## src/rtl/memaccess.sv

```systemverilog
// ----------------------------------------------------------------------------
// memaccess : LC-3 memory-access stage.
// Runs LD/LDR, LDI, ST/STR and STI transactions against a synchronous data
// memory whose read data appears RD_LATENCY cycles after the read strobe.
// Indirect forms first fetch a pointer and then use it as the final address.
//
// Ports
//   clk, rst      : clock, synchronous active-high reset
//   start         : one-cycle request, honoured only when not busy
//   M_Control     : 0=LD/LDR 1=LDI 2=ST/STR 3=STI
//   M_addr        : effective address from execute
//   M_data        : store value
//   dmem_dout     : data-memory read data
//   dmem_addr     : data-memory address (holds between strobes)
//   dmem_din      : data-memory write data (holds between strobes)
//   dmem_rd       : one-cycle read strobe
//   dmem_we       : one-cycle write strobe
//   memout        : last loaded value, to writeback
//   busy          : transaction in flight
//   mem_done      : one-cycle completion pulse
// All outputs are registered.
// ----------------------------------------------------------------------------
module memaccess #(
   parameter int DATA_W     = 16,
   parameter int RD_LATENCY = 1
) (
   input  logic              clk,
   input  logic              rst,
   input  logic              start,
   input  logic [1:0]        M_Control,
   input  logic [DATA_W-1:0] M_addr,
   input  logic [DATA_W-1:0] M_data,
   input  logic [DATA_W-1:0] dmem_dout,
   output logic [DATA_W-1:0] dmem_addr,
   output logic [DATA_W-1:0] dmem_din,
   output logic              dmem_rd,
   output logic              dmem_we,
   output logic [DATA_W-1:0] memout,
   output logic              busy,
   output logic              mem_done
);

   typedef enum logic [2:0] {
      IDLE    = 3'd0,
      RD_PTR  = 3'd1,
      RD_DATA = 3'd2,
      WR      = 3'd3,
      DONE    = 3'd4
   } state_t;

   localparam logic [1:0] CTRL_LD  = 2'd0;
   localparam logic [1:0] CTRL_LDI = 2'd1;
   localparam logic [1:0] CTRL_ST  = 2'd2;
   localparam logic [1:0] CTRL_STI = 2'd3;
   localparam logic [2:0] LAT_C    = 3'(RD_LATENCY);

   state_t            state_r, state_s;
   logic [2:0]        cnt_r, cnt_s;
   logic [1:0]        ctrl_r, ctrl_s;
   logic [DATA_W-1:0] data_r, data_s;
   logic [DATA_W-1:0] addr_s, din_s, memout_s;
   logic              rd_s, we_s, busy_s, done_s;

   // DONE behaves like IDLE for accepting a new request
   logic accept_s;
   assign accept_s = start && ((state_r == IDLE) || (state_r == DONE));

   // State and datapath register; reset aborts any transaction at once
   always_ff @(posedge clk) begin
      if (rst) begin
         state_r   <= IDLE;
         cnt_r     <= 3'd0;
         ctrl_r    <= 2'd0;
         data_r    <= '0;
         dmem_addr <= '0;
         dmem_din  <= '0;
         dmem_rd   <= 1'b0;
         dmem_we   <= 1'b0;
         memout    <= '0;
         busy      <= 1'b0;
         mem_done  <= 1'b0;
      end else begin
         state_r   <= state_s;
         cnt_r     <= cnt_s;
         ctrl_r    <= ctrl_s;
         data_r    <= data_s;
         dmem_addr <= addr_s;
         dmem_din  <= din_s;
         dmem_rd   <= rd_s;
         dmem_we   <= we_s;
         memout    <= memout_s;
         busy      <= busy_s;
         mem_done  <= done_s;
      end
   end

   // Next-state logic
   always_comb begin
      state_s = state_r;
      case (state_r)
         IDLE, DONE: begin
            if (accept_s) begin
               case (M_Control)
                  CTRL_LD:  state_s = RD_DATA;
                  CTRL_LDI: state_s = RD_PTR;
                  CTRL_ST:  state_s = WR;
                  CTRL_STI: state_s = RD_PTR;
                  default:  state_s = IDLE;
               endcase
            end else begin
               state_s = IDLE;
            end
         end
         RD_PTR: begin
            if (cnt_r == 3'd0) begin
               state_s = (ctrl_r == CTRL_LDI) ? RD_DATA : WR;
            end else begin
               state_s = RD_PTR;
            end
         end
         RD_DATA: begin
            if (cnt_r == 3'd0) begin
               state_s = DONE;
            end else begin
               state_s = RD_DATA;
            end
         end
         WR:      state_s = DONE;
         default: state_s = IDLE;
      endcase
   end

   // Next values of the registered outputs and latched request fields
   always_comb begin
      cnt_s    = cnt_r;
      ctrl_s   = ctrl_r;
      data_s   = data_r;
      addr_s   = dmem_addr;
      din_s    = dmem_din;
      memout_s = memout;
      rd_s     = 1'b0;
      we_s     = 1'b0;
      case (state_r)
         IDLE, DONE: begin
            if (accept_s) begin
               ctrl_s = M_Control;
               data_s = M_data;
               addr_s = M_addr;
               if (M_Control == CTRL_ST) begin
                  we_s  = 1'b1;
                  din_s = M_data;
               end else begin
                  rd_s  = 1'b1;
                  cnt_s = LAT_C;
               end
            end else begin
               cnt_s = 3'd0;
            end
         end
         RD_PTR: begin
            if (cnt_r == 3'd0) begin
               // captured word is the pointer for the second access
               addr_s = dmem_dout;
               if (ctrl_r == CTRL_LDI) begin
                  rd_s  = 1'b1;
                  cnt_s = LAT_C;
               end else begin
                  we_s  = 1'b1;
                  din_s = data_r;
               end
            end else begin
               cnt_s = cnt_r - 3'd1;
            end
         end
         RD_DATA: begin
            if (cnt_r == 3'd0) begin
               memout_s = dmem_dout;
            end else begin
               cnt_s = cnt_r - 3'd1;
            end
         end
         WR: begin
            cnt_s = 3'd0;
         end
         default: begin
            cnt_s = 3'd0;
         end
      endcase
   end

   // Status flags follow the state being entered
   always_comb begin
      done_s = (state_s == DONE);
      busy_s = (state_s != IDLE) && (state_s != DONE);
   end

endmodule

```

## config.mk

```make
export PLATFORM = sky130hd
export DESIGN_NAME = memaccess
export DESIGN_NICKNAME = d
export VERILOG_FILES = /design/src/rtl/memaccess.sv
export SDC_FILE = /design/constraint.sdc
export NUM_CORES = 1
export LEC_CHECK = 0
export BUFFER_PORTS_ARGS = -buffer_cell sky130_fd_sc_hd__buf_2
export CORE_MARGIN = 10
export CORE_UTILIZATION = 50
export CTS_BUF_LIST = sky130_fd_sc_hd__clkbuf_8
export CTS_CLUSTER_DIAMETER = 200
export CTS_CLUSTER_SIZE = 25
export DETAILED_ROUTE_END_ITERATION = 12
export GPL_TIMING_DRIVEN = 1
export PLACE_DENSITY = 0.87
export SETUP_SLACK_MARGIN = 0.1
export SYNTH_ARGS = -nofsm -noshare
export SYNTH_HDL_FRONTEND = slang
export SYNTH_SLANG_ARGS = --single-unit
```

## constraint.sdc

```tcl
create_clock -name clk -period 2.6 [get_ports clk]
set_input_delay 0.26 -clock clk [delete_from_list [all_inputs] [get_ports clk]]
set_output_delay 0.26 -clock clk [all_outputs]
set_load 0.01 [all_outputs]
```

== Yosys cells after proc, flatten, opt, wreduce, memory -nomap -nowiden ==
Cells that the tools add are included.

* Flip-flop bits (word level): 76
* Input bits: 53
* Logic and storage cells: 74
* Output and inout port bits: 52

* Equality and inequality tests: 17
* Muxes and demuxes: 30
* Add/subtract/negate cells: 1
* Reduce and logical (&&, ||, !) cells: 15

{| class="wikitable"
|+ Operators by type and width
! operator !! number
|-
| 16-bit two-way mux || 6
|-
| 16-bit case mux with 2 select lines || 2
|-
| 3-bit two-way mux || 7
|-
| 3-bit case mux with 3 select lines || 2
|-
| 3-bit case mux with 4 select lines || 1
|-
| 2-bit inequality test, second input constant || 5
|-
| 1-bit two-way mux || 9
|-
| 3-bit inequality test, second input constant || 3
|-
| 3-bit by 2-bit equality test with 1-bit output, second input constant || 2
|-
| 3-bit equality test, second input constant || 2
|-
| 3-bit zero test || 2
|-
| 3-bit AND reduction || 2
|-
| 5-bit AND reduction || 1
|-
| 2-bit by 1-bit equality test with 1-bit output, second input constant || 2
|-
| 2-bit equality test, second input constant || 2
|-
| 1-bit case mux with 2 select lines || 2
|-
| 2-bit AND reduction || 2
|-
| 2-bit OR reduction || 2
|-
| 3-bit by 1-bit equality test with 1-bit output, second input constant || 1
|-
| 3-bit nonzero test || 1
|-
| 3-bit by 1-bit subtractor with 3-bit output, second input constant || 1
|-
| 1-bit logical AND || 2
|-
| 2-bit zero test || 1
|-
| 2-bit two-way mux || 1
|-
| 2 further kinds || 2
|}

== Longest topological paths before layout ==
* Depth after elaboration: 7
* Depth in mapped cells: 9
* Depth with buffers taken out: 6

== Least setup slack after synthesis ==
OpenSTA, ideal clock, no wires.

* Kind: register -> register
* Start point: register state_r[1]
* End point: register dmem_din[0]
* Library setup time: 0.080 ns
* Required time: 2.520 ns
* Clock period less this slack: 1.849 ns
* Path buffers: 5
* Cell stages (with the launch flop): 10
* Path slack: 0.751 ns
* Data arrival time: 1.768 ns
* Cell sequence: dfxtp_1 -> buf_6 -> or3b_1 -> buf_2 -> o32a_1 -> buf_6 -> and2_1 -> buf_6 -> buf_6 -> a211oi_2

* Cells in the longest elaborated chain, start to end: 5
* Elaborated cells on any way between the ends: 13
* Classes of those cells: eq/ne: 6; mux: 1; reduce/logical: 6

{| class="wikitable"
|+ RTL lines
! item !! RTL line !! RTL
|-
| from (decl) || 57 || <nowiki>state_t state_r, state_s;</nowiki>
|-
| from (signal assigned) || 83 || <nowiki>state_r <= state_s;</nowiki>
|-
| 3-bit equality test / 3-bit zero test (equally long branches) || 66, 143 ||
|-
| 1-bit logical OR || 66 || <nowiki>assign accept_s = start && ((state_r == IDLE) || (state_r == DONE));</nowiki>
|-
| 1-bit logical AND || 66 ||
|-
| 2-bit inequality test (no source line) || - ||
|-
| 5-bit AND reduction (no source line) || - ||
|-
| to (signal assigned) || 88 || <nowiki>dmem_din <= din_s;</nowiki>
|-
| to (decl) || 35 || <nowiki>output logic [DATA_W-1:0] dmem_din,</nowiki>
|}

Parallel ways exist; a longest one is shown, timed or not.
A chain may end at the register's enable or synchronous reset.

== Final worst setup path ==
* Start point: register state_r[0]
* End point: register dmem_din[14]

The elaborated chain is that of the path after synthesis.

==> metrics.log <==
[metrics] result of the run: finished clean
[metrics] ratio of routed vias to standard cells: approximately 5.3
[metrics] number of max-capacitance violations reported: 0
[metrics] Crit-path slowest cell: sky130_fd_sc_hd__dfxtp_1
[metrics] post-CTS sizing: 0
[metrics] worst slew slack as a fraction of its limit: roughly half
[metrics] crit-path max cell delay: 570 ps
[metrics] sinks on the clock net: 76
[metrics] total of buffers placed on input and output ports: about 100
[metrics] Post-Place Cells: 509
[metrics] path category of the worst min-delay check: in2reg
[metrics] flip-flop and latch count after synthesis: 76
[metrics] Placeable Area: approximately 6000 µm²
[metrics] final core utilization: between 60 and 70%
[metrics] layout overhead on the synthesized area: 23.9%
[metrics] final estimated routing congestion in global placement: 0.880
[metrics] total detailed-routing wirelength: about 8400 µm
[metrics] antenna cells: 0
[metrics] setup total negative slack: 0 ps
[metrics] number of buffers and inverters on the critical path: 0
[metrics] Initial Utilization: ~52%
[metrics] overall die height: approximately 99 µm
[metrics] ports placed on the boundary: between 100 and 150
[metrics] biggest fanout along the worst timing path: 16
[metrics] Syn Area/Cell: ~9 µm²
[metrics] final cell area excluding filler cells: approximately 3900 µm²
[metrics] fin crit share: around 85%
[metrics] first-pass GRT wire length: roughly 13,000 µm
[metrics] number of cells in the finished layout apart from fillers: 525
[metrics] min Tclk post-route: about 2200 ps
[metrics] number of buffers between clock root and the deepest sink: 2
[metrics] antenna violations before repair: 1
[metrics] Crit Path Class: reg2reg
[metrics] areal power density over the cells: 800 nW/µm²
[metrics] Gate Count Post-Synth: around 350
[metrics] CP endpoint kind: register
[metrics] number of slew-limit violations in the final report: 0
[metrics] post-route antenna net violation count: 0
[metrics] wire length per cell after detailed routing: 16.0 µm
[metrics] final number of hold-violating endpoints: 0
[metrics] cts bufs inserted: 9
[metrics] number of design-rule violations left by the first detailed-router iteration: 130
[metrics] arrival time at the worst endpoint: 2480 ps
[metrics] final total power: approximately 3.1 mW
[metrics] library cell occupying the most area in the post-synthesis netlist: sky130_fd_sc_hd__dfxtp_1
[metrics] clock skew after layout: about 7.9 ps
[metrics] post-synthesis instance area: roughly 3200 µm²
[metrics] die outline area: about 9900 µm²
[metrics] post-detailed-route DRC marker count: 0
[metrics] register area: roughly 1500 µm²
[metrics] total routing resource utilization after global routing: ~17%
[metrics] dominant cells by area after synthesis: sky130_fd_sc_hd__dfxtp_1 48%, sky130_fd_sc_hd__mux2i_1 10%, sky130_fd_sc_hd__a21oi_1 8.6%
[metrics] total number of yosys warnings: 0
[metrics] multi-input combinational cell area: 1500 µm²
[metrics] final net count: 500
[metrics] worst hold slack after final layout: around 140 ps
[metrics] IR Drop Worst-Case VDD: roughly 0.47 mV
[metrics] via count of the first global-routing pass: 2,835
[metrics] Filler Cell Count: 509
[metrics] first-pass detailed-route iteration total: 4
[metrics] number of hold buffers added after CTS: 0
[metrics] vias post-DR: about 2,800
[metrics] number of rows in the core area: 28
[metrics] peak clock frequency supported by timing: approximately 450 MHz
[metrics] largest net degree at the start of global routing: between 50 and 60
[metrics] setup repair after global routing missed its margin: no
[metrics] total half-perimeter wirelength after legalization and detailed placement: 6100 µm
[metrics] critical-path cell list: or3b_2 > o32a_1 > and2_1 > a211oi_1
[metrics] slew of the pin with the lowest slew margin: approximately 780 ps
[metrics] kind of start point of the critical path: register
[metrics] Post-Syn Nets: roughly 410
[metrics] CP Data Required Time: 2870 ps
[metrics] worst slack at placement: 418 ps
[metrics] clock tree from TritonCTS: built
[metrics] count of cell types in the netlist: 35
[metrics] clock-pin slew on the worst setup and hold paths: 80 ps
[metrics] post-CTS setup buffers: 0
[metrics] Cell Area, Placed: between 3000 and 4000 µm²
[metrics] layout cell share with drive strength beyond 1: a little under a third
[metrics] clock insertion delay at the later pin of the skew report: around 360 ps
[metrics] H-Tree Depth: 3
[metrics] Synth top area share: 48.2%
[metrics] chip width: 99.5 µm
[metrics] Final WS setup: 396 ps
[metrics] static leakage: 1.84 nW
[metrics] sequential element share of the synthesized area: roughly half
[metrics] Top delay family on crit path: simple AND/OR/NAND/NOR gates
[metrics] clock root buffer master: sky130_fd_sc_hd__clkbuf_8
[metrics] # setup viols final: 0
[metrics] leftover overflow at the end of global routing: 0
-- registers in the layout (all words and copies together) (netlist names), 2 cells and up --
| name | cells |
|---|---|
| data_r | 16 |
| cnt_r | 3 |
| memout | 16 |
| ctrl_r | 2 |
| dmem_addr | 16 |
| state_r | 3 |
| dmem_din | 16 |
-- final timing paths --
path	start	to	slack, ps	cells after the start
worst max-delay path	state_r[0]	dmem_din[14]	400	4
worst min-delay path	dmem_dout[3]	memout[3]	140	3
worst max register to register	state_r[0]	dmem_din[14]	400	4
worst min register to register	memout[13]	memout[13]	450	2
-- worst reg2reg max path, cell delays in order, from the launching register on --
cell and delay, ps:
sky130_fd_sc_hd__dfxtp_1 570, sky130_fd_sc_hd__or3b_2 520, sky130_fd_sc_hd__o32a_1 280, sky130_fd_sc_hd__and2_1 460, sky130_fd_sc_hd__a211oi_1 300
-- per-layer routing --
metal | global-route usage [%] | wire [µm] | vias up | share of wire (%)
met2 | 26.0 | 3770 | 82 | 45
met1 | 18.8 | 3600 | 1282 | 43
met4 | 6.28 | 123 | 0 | 1.5
met3 | 8.58 | 883 | 16 | 11
li1 | - | - | 1415 | -
met5 | 0 | 0 | - | 0
-- layout by cell type, fill, tap and decap left out, drive strengths merged, types with 3 or more instances in the layout --
cell type / Yosys / routed
nor2: 19 / 19
nand2: 70 / 70
clkbuf: 22 / 10
buf: 8 / 113
nor3: 3 / 3
mux2i: 32 / 32
a211oi: 33 / 33
dfxtp: 76 / 76
a21oi: 54 / 54
nand2b: 5 / 5
inv: 3 / 5
-- where the power goes --
group          internal, mW  switching [mW]  total [mW]
Combinational         0.334           0.484       0.818
Sequential             1.31          0.0873        1.40
Clock                 0.469           0.443       0.912
Total                  2.12            1.01        3.13
-- cell type report --
| class | instances | share of cell area [%] |
|---|---|---|
| Clock inverter | 6 | 1.63 |
| Inverter | 3 | 0.288 |
| Multi-Input combinational cell | 242 | 38.2 |
| Sequential cell | 76 | 38.9 |
| Timing Repair Buffer | 113 | 15.0 |
| Tap cell | 75 | 2.40 |
| Clock buffer | 10 | 3.52 |
-- cells by family (layout without fill, tap and decap cells) --
family	Yosys count	after routing	synth area share [%]
buffers and inverters	33	132	4.99
and+or+nand+nor	111	111	15.3
DFF	76	76	48.2
xor gates and xnor gates	1	1	0.277
AOI/OAI and AO/OA	96	96	20.4
adders and majority gates	2	2	0.792
muxes	32	32	10.1
-- cell usage after synthesis --
| library cell | n |
|---|---|
| sky130_fd_sc_hd__a2111oi_0 | 1 |
| sky130_fd_sc_hd__a211o_1 | 1 |
| sky130_fd_sc_hd__o32ai_1 | 1 |
| sky130_fd_sc_hd__or2_2 | 1 |
| sky130_fd_sc_hd__nor2_1 | 19 |
| sky130_fd_sc_hd__nor3b_1 | 1 |
| sky130_fd_sc_hd__and2_1 | 2 |
| sky130_fd_sc_hd__and3_1 | 1 |
| sky130_fd_sc_hd__clkbuf_1 | 22 |
| sky130_fd_sc_hd__dfxtp_1 | 76 |
| sky130_fd_sc_hd__nand4bb_1 | 1 |
| sky130_fd_sc_hd__o32a_1 | 1 |
| sky130_fd_sc_hd__mux2i_1 | 32 |
| sky130_fd_sc_hd__o221a_2 | 1 |
| sky130_fd_sc_hd__nand3b_1 | 2 |
| sky130_fd_sc_hd__nand2_1 | 70 |
| sky130_fd_sc_hd__buf_6 | 4 |
| sky130_fd_sc_hd__o21ai_0 | 1 |
| sky130_fd_sc_hd__a31oi_1 | 1 |
| sky130_fd_sc_hd__xnor2_1 | 1 |
| sky130_fd_sc_hd__nor3_1 | 3 |
| sky130_fd_sc_hd__a211oi_1 | 23 |
| sky130_fd_sc_hd__buf_2 | 3 |
| sky130_fd_sc_hd__nand2b_1 | 5 |
| sky130_fd_sc_hd__nor4b_1 | 1 |
| sky130_fd_sc_hd__or3_1 | 2 |
| sky130_fd_sc_hd__a21oi_1 | 54 |
| sky130_fd_sc_hd__or3b_1 | 1 |
| sky130_fd_sc_hd__nor2b_1 | 2 |
| sky130_fd_sc_hd__a211oi_2 | 10 |
| sky130_fd_sc_hd__ha_1 | 2 |
| sky130_fd_sc_hd__a21o_1 | 1 |
| sky130_fd_sc_hd__buf_1 | 1 |
| sky130_fd_sc_hd__inv_1 | 3 |
| sky130_fd_sc_hd__a2bb2oi_1 | 1 |
Note: power is estimated with default switching activity, not from simulation.
